File: src/rtl/vga_pkg.sv
// Shared constants for the VGA character timing generator.
// Holds the default 640x480@60 timing, derived line/frame totals, counter
// width and the character-cell geometry (8x8 cells, shift of 3).
package vga_pkg;

    localparam int VGA_H_ACTIVE = 640;
    localparam int VGA_H_FP     = 16;
    localparam int VGA_H_SYNC   = 96;
    localparam int VGA_H_BP     = 48;
    localparam int VGA_V_ACTIVE = 480;
    localparam int VGA_V_FP     = 10;
    localparam int VGA_V_SYNC   = 2;
    localparam int VGA_V_BP     = 33;

    localparam int VGA_H_TOTAL  = VGA_H_ACTIVE + VGA_H_FP + VGA_H_SYNC + VGA_H_BP;
    localparam int VGA_V_TOTAL  = VGA_V_ACTIVE + VGA_V_FP + VGA_V_SYNC + VGA_V_BP;

    localparam int CNT_W        = 10;
    localparam int CELL_SIZE    = 8;
    localparam int CELL_SHIFT   = 3;

    // True when lo <= cnt < hi.
    function automatic logic in_window(input logic [CNT_W-1:0] cnt,
                                       input logic [CNT_W-1:0] lo,
                                       input logic [CNT_W-1:0] hi);
        return (cnt >= lo) && (cnt < hi);
    endfunction

endpackage

File: src/rtl/sync_delay_line.sv
// N-deep, W-wide shift register with an asynchronous reset value.
// Used to delay {hsync, vsync, blank} so they line up with pixel colour
// coming out of the character RAM/ROM pipeline. N = 0 is a straight wire.
//
// Ports:
//   i_clk   : clock, rising edge
//   i_rst_n : asynchronous active-low reset; every stage loads RST_VAL
//   i_d     : data in
//   o_q     : data out, N clocks after i_d
module sync_delay_line #(
    parameter int             N       = 2,
    parameter int             W       = 3,
    parameter logic [W-1:0]   RST_VAL = '0
) (
    input  logic         i_clk,
    input  logic         i_rst_n,
    input  logic [W-1:0] i_d,
    output logic [W-1:0] o_q
);

    generate
        if (N == 0) begin : g_bypass
            logic w_unused_clk;
            assign w_unused_clk = i_clk ^ i_rst_n;
            assign o_q = i_d;
        end else begin : g_shift
            logic [W-1:0] r_stage [N];

            always_ff @(posedge i_clk or negedge i_rst_n) begin
                if (!i_rst_n) begin
                    for (int i = 0; i < N; i++) begin
                        r_stage[i] <= RST_VAL;
                    end
                end else begin
                    r_stage[0] <= i_d;
                    for (int i = 1; i < N; i++) begin
                        r_stage[i] <= r_stage[i-1];
                    end
                end
            end

            assign o_q = r_stage[N-1];
        end
    endgenerate

endmodule

File: src/rtl/vga_char_timing.sv
// VGA raster timing generator producing character-cell coordinates for the
// character display path, plus sync/blank delayed to match the display
// read latency.
//
// Optional feature macro: VGA_CHAR_TIMING_FRAME_CNT_EN adds a 16-bit
// frame counter output (frame_count) usable as a blink/update time base.
//
// Ports:
//   pixel_clock   : pixel clock, rising edge
//   reset         : asynchronous active-low reset
//   char_column   : h_cnt[9:3], 1 clock after the counter
//   char_line     : v_cnt[9:3], 1 clock after the counter
//   subchar_line  : v_cnt[2:0], 1 clock after the counter
//   subchar_pixel : h_cnt[2:0], 1 clock after the counter
//   active        : inside the visible area, aligned with the coordinates
//   vga_hsync     : horizontal sync, 1+SYNC_DLY clocks after the counter
//   vga_vsync     : vertical sync, 1+SYNC_DLY clocks after the counter
//   vga_blank     : outside visible area, 1+SYNC_DLY clocks after counter
//   frame_start   : one-clock pulse for h=0/v=0, aligned with coordinates
//   frame_count   : (optional) frames started since reset, wraps at 16 bits
module vga_char_timing
    import vga_pkg::*;
#(
    parameter int   H_ACTIVE = VGA_H_ACTIVE,
    parameter int   H_FP     = VGA_H_FP,
    parameter int   H_SYNC   = VGA_H_SYNC,
    parameter int   H_BP     = VGA_H_BP,
    parameter int   V_ACTIVE = VGA_V_ACTIVE,
    parameter int   V_FP     = VGA_V_FP,
    parameter int   V_SYNC   = VGA_V_SYNC,
    parameter int   V_BP     = VGA_V_BP,
    parameter logic SYNC_POL = 1'b0,
    parameter int   SYNC_DLY = 2          // 0..7; 0 bypasses the delay line
) (
    input  logic       pixel_clock,
    input  logic       reset,
    output logic [6:0] char_column,
    output logic [6:0] char_line,
    output logic [2:0] subchar_line,
    output logic [2:0] subchar_pixel,
    output logic       active,
    output logic       vga_hsync,
    output logic       vga_vsync,
    output logic       vga_blank,
    output logic       frame_start
`ifdef VGA_CHAR_TIMING_FRAME_CNT_EN
    ,
    output logic [15:0] frame_count
`endif
);

    localparam int H_TOTAL = H_ACTIVE + H_FP + H_SYNC + H_BP;
    localparam int V_TOTAL = V_ACTIVE + V_FP + V_SYNC + V_BP;

    localparam logic [CNT_W-1:0] H_LAST     = CNT_W'(H_TOTAL - 1);
    localparam logic [CNT_W-1:0] V_LAST     = CNT_W'(V_TOTAL - 1);
    localparam logic [CNT_W-1:0] H_ACT_END  = CNT_W'(H_ACTIVE);
    localparam logic [CNT_W-1:0] V_ACT_END  = CNT_W'(V_ACTIVE);
    localparam logic [CNT_W-1:0] HS_START   = CNT_W'(H_ACTIVE + H_FP);
    localparam logic [CNT_W-1:0] HS_END     = CNT_W'(H_ACTIVE + H_FP + H_SYNC);
    localparam logic [CNT_W-1:0] VS_START   = CNT_W'(V_ACTIVE + V_FP);
    localparam logic [CNT_W-1:0] VS_END     = CNT_W'(V_ACTIVE + V_FP + V_SYNC);

    logic [CNT_W-1:0] r_h_cnt;
    logic [CNT_W-1:0] r_v_cnt;
    logic             w_h_wrap;
    logic             w_v_wrap;
    logic             w_active;
    logic             w_at_origin;
    logic             w_hs_lvl;
    logic             w_vs_lvl;

    logic [6:0]       r_char_column;
    logic [6:0]       r_char_line;
    logic [2:0]       r_subchar_line;
    logic [2:0]       r_subchar_pixel;
    logic             r_active;
    logic             r_frame_start;
    logic             r_hs;
    logic             r_vs;
    logic             r_blank;
    logic [2:0]       w_pins;

    assign w_h_wrap    = (r_h_cnt == H_LAST);
    assign w_v_wrap    = (r_v_cnt == V_LAST);
    assign w_active    = (r_h_cnt < H_ACT_END) && (r_v_cnt < V_ACT_END);
    assign w_at_origin = (r_h_cnt == '0) && (r_v_cnt == '0);
    assign w_hs_lvl    = in_window(r_h_cnt, HS_START, HS_END) ? SYNC_POL : ~SYNC_POL;
    assign w_vs_lvl    = in_window(r_v_cnt, VS_START, VS_END) ? SYNC_POL : ~SYNC_POL;

    // Raster counters: v advances only on the h wrap, so a simultaneous
    // h/v wrap takes both to zero on the same edge.
    always_ff @(posedge pixel_clock or negedge reset) begin
        if (!reset) begin
            r_h_cnt <= '0;
            r_v_cnt <= '0;
        end else if (w_h_wrap) begin
            r_h_cnt <= '0;
            r_v_cnt <= w_v_wrap ? '0 : r_v_cnt + 10'd1;
        end else begin
            r_h_cnt <= r_h_cnt + 10'd1;
        end
    end

    // Output register: coordinates are raw counter bits even in blanking;
    // consumers qualify them with active.
    always_ff @(posedge pixel_clock or negedge reset) begin
        if (!reset) begin
            r_char_column   <= '0;
            r_char_line     <= '0;
            r_subchar_line  <= '0;
            r_subchar_pixel <= '0;
            r_active        <= 1'b0;
            r_frame_start   <= 1'b0;
            r_hs            <= ~SYNC_POL;
            r_vs            <= ~SYNC_POL;
            r_blank         <= 1'b1;
        end else begin
            r_char_column   <= r_h_cnt[CNT_W-1:CELL_SHIFT];
            r_char_line     <= r_v_cnt[CNT_W-1:CELL_SHIFT];
            r_subchar_line  <= r_v_cnt[CELL_SHIFT-1:0];
            r_subchar_pixel <= r_h_cnt[CELL_SHIFT-1:0];
            r_active        <= w_active;
            r_frame_start   <= w_at_origin;
            r_hs            <= w_hs_lvl;
            r_vs            <= w_vs_lvl;
            r_blank         <= ~w_active;
        end
    end

    sync_delay_line #(
        .N       (SYNC_DLY),
        .W       (3),
        .RST_VAL ({~SYNC_POL, ~SYNC_POL, 1'b1})
    ) u_sync_dly (
        .i_clk   (pixel_clock),
        .i_rst_n (reset),
        .i_d     ({r_hs, r_vs, r_blank}),
        .o_q     (w_pins)
    );

    assign char_column   = r_char_column;
    assign char_line     = r_char_line;
    assign subchar_line  = r_subchar_line;
    assign subchar_pixel = r_subchar_pixel;
    assign active        = r_active;
    assign frame_start   = r_frame_start;
    assign vga_hsync     = w_pins[2];
    assign vga_vsync     = w_pins[1];
    assign vga_blank     = w_pins[0];

`ifdef VGA_CHAR_TIMING_FRAME_CNT_EN
    logic [15:0] r_frame_count;

    // Counts on the same edge that raises frame_start, so the value seen
    // alongside the pulse already includes that frame.
    always_ff @(posedge pixel_clock or negedge reset) begin
        if (!reset) begin
            r_frame_count <= '0;
        end else if (w_at_origin) begin
            r_frame_count <= r_frame_count + 16'd1;
        end
    end

    assign frame_count = r_frame_count;
`endif

endmodule

File: config.mk
export PLATFORM = sky130hd
export DESIGN_NAME = vga_char_timing
export DESIGN_NICKNAME = d
export VERILOG_FILES = /design/src/rtl/vga_pkg.sv /design/src/rtl/sync_delay_line.sv /design/src/rtl/vga_char_timing.sv
export SDC_FILE = /design/constraint.sdc
export NUM_CORES = 1
export LEC_CHECK = 0
export CAP_MARGIN = 10
export CORE_MARGIN = 2
export CORE_UTILIZATION = 56
export CTS_CLUSTER_DIAMETER = 200
export CTS_CLUSTER_SIZE = 12
export DETAILED_ROUTE_END_ITERATION = 8
export GPL_TIMING_DRIVEN = 0
export PLACE_DENSITY = 0.81
export SLEW_MARGIN = 20
export SYNTH_ARGS = -nofsm -noshare
export SYNTH_HDL_FRONTEND = slang
export SYNTH_SLANG_ARGS = --single-unit
File: constraint.sdc
create_clock -name pixel_clock -period 4 [get_ports pixel_clock]
set_clock_uncertainty 0.15 [all_clocks]
set_input_delay 0.8 -clock pixel_clock [delete_from_list [all_inputs] [get_ports pixel_clock]]
set_output_delay 0.8 -clock pixel_clock [all_outputs]
set_load 0.05 [all_outputs]
After elaboration in Yosys (flattened, before gate mapping)

Index checks and enable logic that the tools add are counted.

Input bits: 2
Logic and storage cells: 34
Flip-flop bits (word level): 51
Output and inout bits: 25

Equal/unequal tests: 2
Multiplexer cells: 4
$add $sub $neg: 2
$lt $le $gt $ge: 6
Bitwise logic cells: 1
Reduce and logical (&&, ||, !) cells: 6

Operators by type and width:

| cell                  | number |
|---|---|
| $add 10x1->10 const B | 2 |
| $eq 10x10->1 const B  | 2 |
| $logic_not 10->1      | 2 |
| $lt 10x10->1 const B  | 2 |
| $lt 10x9->1 const B   | 2 |
| $mux 10               | 2 |
| $ge 10x10->1 const B  | 1 |
| $ge 10x9->1 const B   | 1 |
| $logic_and 1x1->1     | 4 |
| $mux 1                | 2 |
| $not 1->1             | 1 |

Depth between registers and ports, before layout

Gate-level depths: netlist of run 1.

Depth in word-level cells: 3
Depth in mapped cells: 6

Cells and area by module

Synthesis of run 1 repeated with hierarchy kept, for this count alone.

Cell total of the unflattened synthesis: 144
Area total of the unflattened synthesis: 1895.6 sq um

By module, submodules not included:

| module          | times used | cells each | area an instance (sq um) |
|---|---|---|---|
| vga_char_timing | 1          | 135        | 1715.4 |
| sync_delay_line | 1          | 9          | 180.2 |

Worst setup path after synthesis of run 1

Ideal clock, no wire load.

Path kind: reg2reg
From: reg r_h_cnt[5]
To: reg r_v_cnt[3]
Arrival time: 1636 ps
Path slack: 2090 ps
Clock period less this slack: 1910 ps
Stages on the path, launching flop included: 4
Setup time: 124 ps
Cell sequence: dfrtp_1 > or4b_4 > or3_4 > a211o_1

Cells in the longest elaborated chain, start to end: 1

Ends and longest elaborated chain:

| item                     | RTL line               | RTL |
|---|---|---|
| start: declaration       | vga_char_timing.sv:64  | `logic [CNT_W-1:0] r_h_cnt;` |
| start signal: assignment | vga_char_timing.sv:101 | `r_h_cnt <= r_h_cnt + 10'd1;` |
| $eq 10x10->1             | vga_char_timing.sv:84  | `assign w_h_wrap = (r_h_cnt == H_LAST);` |
| end signal: assignment   | vga_char_timing.sv:99  | `r_v_cnt <= w_v_wrap ? '0 : r_v_cnt + 10'd1;` |
| end: declaration         | vga_char_timing.sv:65  | `logic [CNT_W-1:0] r_v_cnt;` |

No other way between the ends.
A chain may end at the register's enable or synchronous reset.

Worst setup path in the final report of run 1

From: reg u_sync_dly.g_shift.r_stage (netlist bit u_sync_dly.o_q[1])
To: out vga_vsync

RTL lines:

| item                             | RTL line              | RTL |
|---|---|---|
| start: declaration               | sync_delay_line.sv:27 | `logic [W-1:0] r_stage [N];` |
| start signal: indexed assignment | sync_delay_line.sv:37 | `r_stage[i] <= r_stage[i-1];` |
| end: declaration                 | vga_char_timing.sv:43 | `output logic vga_vsync,` |

No word-level cell between the ends.

==> impl_metrics.toml, run 1 <==
[clock_tree]
cts_tree = "yes"
cts-root-buf = "clkbuf_4"
clkTransAtPathRegs_ps = 130
clk_path_buf_depth = 2
htree_num_levels = 2
postCtsHoldBufs = 0
numCtsBuffers = 5
postCtsSetupBuffers = 0
clock_sinks = 51
clock_latency_ps = 350
post_cts_resized = 0

[grt]
grt_pass1_wl_mm = 5.257
overflow = 0
track_usage_pct = 19.16
antenna_found_initial = 0
grt_pass1_vias = 1178
grt_start_max_net_pins = 32

[setup_path]
crit_cells = 1
worstRegToRegCells = 3
crit_family = "buffers and inverters"
cp_slowest_cell = "clkdlybuf4s50_1"
slowest_delay_ps = 790
cp_cell_sequence = "clkdlybuf4s50_1"
crit_buf_inv = 1
startpoint_type = "register"
path_max_fanout = 1
setup.worst_path.end_class = "primary output"
required_ps = 3050
worst_ep_arrival_time_ps = 1680
criticalPathCategory = "reg -> out"

[power_and_ir_drop]
switching_share_pct = 21.02
power_density_mw_per_mm2 = 329.0
power_switching_mw = 0.1561
p_clk_share_pct = 28.9
ir_drop_uv = 266.0
seqPwrFrac_pct = 69.5
power.share.combinational_pct = 1.6
leakagePower_nw = 1.048
power.internal_mw = 0.5865

[detailed_routing]
wl_mm = 3.067
wl_per_cell_um = 13.94
drt_iter0_drc = 71
num_vias = 1165
via_per_inst = 5.295
first_pass_iters = 4
drc = 0
ant_nets = 0

[placement]
place_ws_ps = 1754
dp.cells = 212
gp_congestion = 0.8386
port-buffer-count = 26
hpwl_mm = 2.175

[logic_synthesis]
syn_inst = 141
ys_warn_count = 0
synth_top_cell_by_area = "dfrtp_1"
synth_area_mm2 = 0.001873
yosysMostFrequentCell = "dfrtp_1"
synthTopCellsByCount = "dfrtp_1, dfstp_2, nand4_1"
syn_avg_cell_area_um2 = 13.28
ys_types = 31
synth.top_cell.area_share_pct = 56.11
postSynth.asyncResetShare_pct = 100.0
synth-seq-cells = 51
seq_area_frac_synth_pct = 68.74
ys.flop_type = "dfrtp_1"
synth_edf_count = 0
synth.net_count = 147
ys_top_cells_by_area = "dfrtp_1, dfstp_2, xnor2_1"

[sta]
fmax_mhz = 380.3
drv_slew = 0
worst_pin_slew_ps = 505.1
setup_viol = 0
fin_crit_sh_pct = 65.74
max_slew_margin_pct = 66.22
worst_slack_ps = 1371
hold_violations = 0
fin_setup_tns_ps = 0
fin_hold_ws_ps = 214.6
fin_crit_ps = 2629
rsz0062_at_grt = "no"

[floorplan]
start_util_pct = 59.88
die_h_um = 61.84
die_w_um = 61.84
die-area_mm2 = 0.003824
ios = 27
num_rows = 20
core_area_mm2 = 0.003128

[cells_and_area]
drive_above_1_share_pct = 14.77
antenna_cells = 0
nets = 181
area_growth_pct = 20.51
instances_no_fill = 220

[hold_path]
hold_path.class = "reg -> reg"
min_path_cells = 0

[run]
cap_violations = 0

[run_status]
outcome = "complete, no violations"
kinds of logic (layout without fill, tap and decap cells):
family	after synthesis	in the layout	share of synthesized area, %
simple gates	52	52	16.43
flops	51	51	68.74
mux	1	1	0.5344
compound gates	14	14	4.743
xor+xnor	10	10	4.676
buf+inv	9	44	2.204
fa+ha+maj	4	4	2.672
layout by cell type (no fill, tap or decap), types with 2 or more instances in the layout:
master,n
a211o_1,2
a21oi_1,3
a31oi_1,2
and3_1,6
clkbuf_4,5
clkdlybuf4s50_1,25
dfrtp_1,42
dfstp_2,9
ha_1,4
inv_1,8
nand2_1,5
nand2b_1,2
nand3_1,8
nand4_1,9
nor2_1,7
nor2b_1,2
nor3_1,2
nor4_1,4
o21ai_0,4
xnor2_1,7
xor2_1,3
state kept, by name, indices dropped and copies added (netlist names), 3 cells and up:
signal and cells:
char_column 7, char_line 7, r_h_cnt 10, r_v_cnt 10, subchar_line 3, subchar_pixel 3
u_sync_dly.g_shift.r_stage 3, u_sync_dly.o_q 3
metal layers:
layer  track usage, %  routed length, um  share of wire, %
met1            25.21               1394                45
met2            30.23               1518                49
met3            6.211                126               4.1
met4            6.687                 27              0.88
met5                0                  0                 0
per-stage QoR:
step / area, um2 / util (%) / power, mW
detailed placement: 2203 / 70.44 / 0.5383
floorplan: 1873 / - / 0.5256
CTS: 2257 / 72.16 / 0.7511
global route: 2257 / 72.16 / 0.7724
global placement: 2188 / 69.96 / 0.5357
finish: 2257 / 72.16 / 0.7425
power by group through the flow:
stage                 logic, mW  registers, mW  clock network [mW]
floorplan           0.000000265          0.526                   0
global placement         0.0102          0.525                   0
detailed placement       0.0128          0.525                   0
CTS                      0.0128          0.516               0.222
global route             0.0145          0.516               0.242
finish                   0.0119          0.516               0.215
final timing paths:
check / slack [ps] / to / startpoint
max: 1370 / vga_vsync / u_sync_dly.o_q[1]
min: 210 / u_sync_dly.o_q[0] / u_sync_dly.g_shift.r_stage[3]
max reg2reg: 1950 / r_v_cnt[3] / r_h_cnt[5]
min reg2reg: 210 / u_sync_dly.o_q[0] / u_sync_dly.g_shift.r_stage[3]
max in group asynchronous: 2880 / r_blank / reset
min in group asynchronous: 240 / char_column[3] / reset
layout make-up:
| cell class | instances | area, um2 |
|---|---|---|
| sequential | 51 | 1287 |
| fill | 224 | 870.8 |
| inverter | 8 | 30.03 |
| clock inverter | 2 | 12.51 |
| tap | 44 | 55.05 |
| clock buffer | 6 | 41.29 |
| timing repair buffer | 27 | 275.3 |
| multi-input combinational | 81 | 544.3 |
| buffer | 1 | 11.26 |
Power figures use the tool's default switching activity.
==> run 2, diff against run 1 <==
Settings changed: CORE_UTILIZATION 56 to 52, PLACE_DENSITY 0.81 to 0.76.
Clock period 4 ns to 2.7 ns, I/O delays scaled along.
==> impl_metrics.toml, run 2 (synthesized netlist as in run 1, its figures left out) <==
[clock_tree]
clk_path_buf_depth = 2
postCtsHoldBufs = 1
postCtsSetupBuffers = 0
clock_latency_ps = 370
post_cts_resized = 0
cts-root-buf = "clkbuf_4"
numCtsBuffers = 5
cts_tree = "yes"
clkTransAtPathRegs_ps = 140
clock_sinks = 51
htree_num_levels = 2

[sta]
drv_slew = 0
worst_slack_ps = 316.1
fmax_mhz = 419.5
fin_crit_sh_pct = 88.29
setup_viol = 0
fin_hold_ws_ps = 214.7
fin_crit_ps = 2384
hold_violations = 0
max_slew_margin_pct = 66.35
worst_pin_slew_ps = 503.1
rsz0062_at_grt = "no"

[setup_path]
path_max_fanout = 1
crit_cells = 1
r2r_start = "r_h_cnt[5]"
startpoint_type = "register"
required_ps = 2010
crit_buf_inv = 1
cp_slowest_cell = "clkdlybuf4s50_1"
endpoint = "vga_hsync"
worst_ep_arrival_time_ps = 1690
worstRegToRegCells = 5
criticalPathCategory = "reg -> out"
startpoint = "u_sync_dly.o_q[2]"
reg2reg_to = "r_v_cnt[2]"
slowest_delay_ps = 780
worst-r2r-setup-slack_ps = 600
cp_cell_sequence = "clkdlybuf4s50_1"
crit_family = "buffers and inverters"
setup.worst_path.end_class = "primary output"

[grt]
grt_busiest_layer = "met2"
antenna_found_initial = 0
grt_start_max_net_pins = 33
overflow = 0
grtUsageMet3_pct = 6.162
grt_pass1_wl_mm = 5.644
track_usage_pct = 18.48
grt_use_met1_pct = 22.99
grt_pass1_vias = 1210
grtUsageMet2_pct = 28.78

[cells_and_area]
drive_above_1_share_pct = 14.69
nets = 182
area_growth_pct = 23.71
reg_top3 = "r_h_cnt x10, r_v_cnt x10"
layout_common_cells = "dfrtp_1, clkdlybuf4s50_1, nand4_1, dfstp_2"
mostFrequentLayoutCell = "dfrtp_1"
antenna_cells = 0

[run_status]
outcome = "complete, no violations"

[power_and_ir_drop]
power_density_mw_per_mm2 = 560.4
leakagePower_nw = 1.077
ir_drop_uv = 514.2
fin_total_pwr_mw = 1.299

[run]
cap_violations = 0

[floorplan]
die-area_mm2 = 0.004098
die_w_um = 64.02
ios = 27
core_area_mm2 = 0.003390
die_h_um = 64.02
start_util_pct = 55.26
num_rows = 21

[detailed_routing]
ant_nets = 0
wl_mm = 3.210
drt_iter0_drc = 39
drc = 0
via_per_inst = 5.220
wl_per_cell_um = 14.39
num_vias = 1164
first_pass_iters = 5

[hold_path]
hold_path.class = "reg -> reg"

[placement]
hpwl_mm = 2.187
place_ws_ps = 684.9
gp_congestion = 0.8143
port-buffer-count = 26
==> run 2: worst reg2reg max path: stages, from the launching register on <==
cell	delay (ps)
dfrtp_1	500
or4b_4	610
nor3_4	300
buf_6	200
a21oi_1	80
a31oi_1	190
==> run 2: metal layers <==
layer	wire [um]	part of all wire, %	vias to the layer above
li1	-	-	562
met1	1460	45	570
met2	1548	48	25
met3	133	4.1	7
met4	66	2.1	0
met5	0	0	-
==> run 2: cell type report <==
class / instances / area [um2]
buffer: 1 / 11.26
clock buffer: 6 / 41.29
clock inverter: 2 / 60.06
fill: 232 / 1072
inverter: 8 / 30.03
multi-input combinational: 81 / 544.3
sequential: 51 / 1287
tap: 46 / 57.56
timing repair buffer: 28 / 285.3
==> run 2: worst min-delay path by stage <==
stage	start	to	slack [ps]	cells after the start
after floorplan	reset	active	90	0
after global placement	r_blank	u_sync_dly.g_shift.r_stage[3]	200	0
after detailed placement	r_vs	u_sync_dly.g_shift.r_stage[4]	200	0
after CTS	r_vs	u_sync_dly.g_shift.r_stage[4]	220	0
after global routing	r_vs	u_sync_dly.g_shift.r_stage[4]	220	0
final	r_vs	u_sync_dly.g_shift.r_stage[4]	210	0
==> run 2: power breakdown <==
part           internal [mW]  total (mW)  switching [mW]
logic                0.00435      0.0186          0.0143
registers              0.765       0.765               0
clock network          0.289       0.515           0.226
==> run 2: through the flow <==
stage / util (%) / area [um2] / TNS, ps / std cells
2_1_floorplan: - / 1873 / 0 / 141
4_1_cts: 68.36 / 2317 / 0 / 223
6_report: 68.36 / 2317 / 0 / 223
3_3_place_gp: 64.64 / 2191 / -12860 / 213
5_1_grt: 68.36 / 2317 / 0 / 223
3_5_place_dp: 65.08 / 2206 / 0 / 214
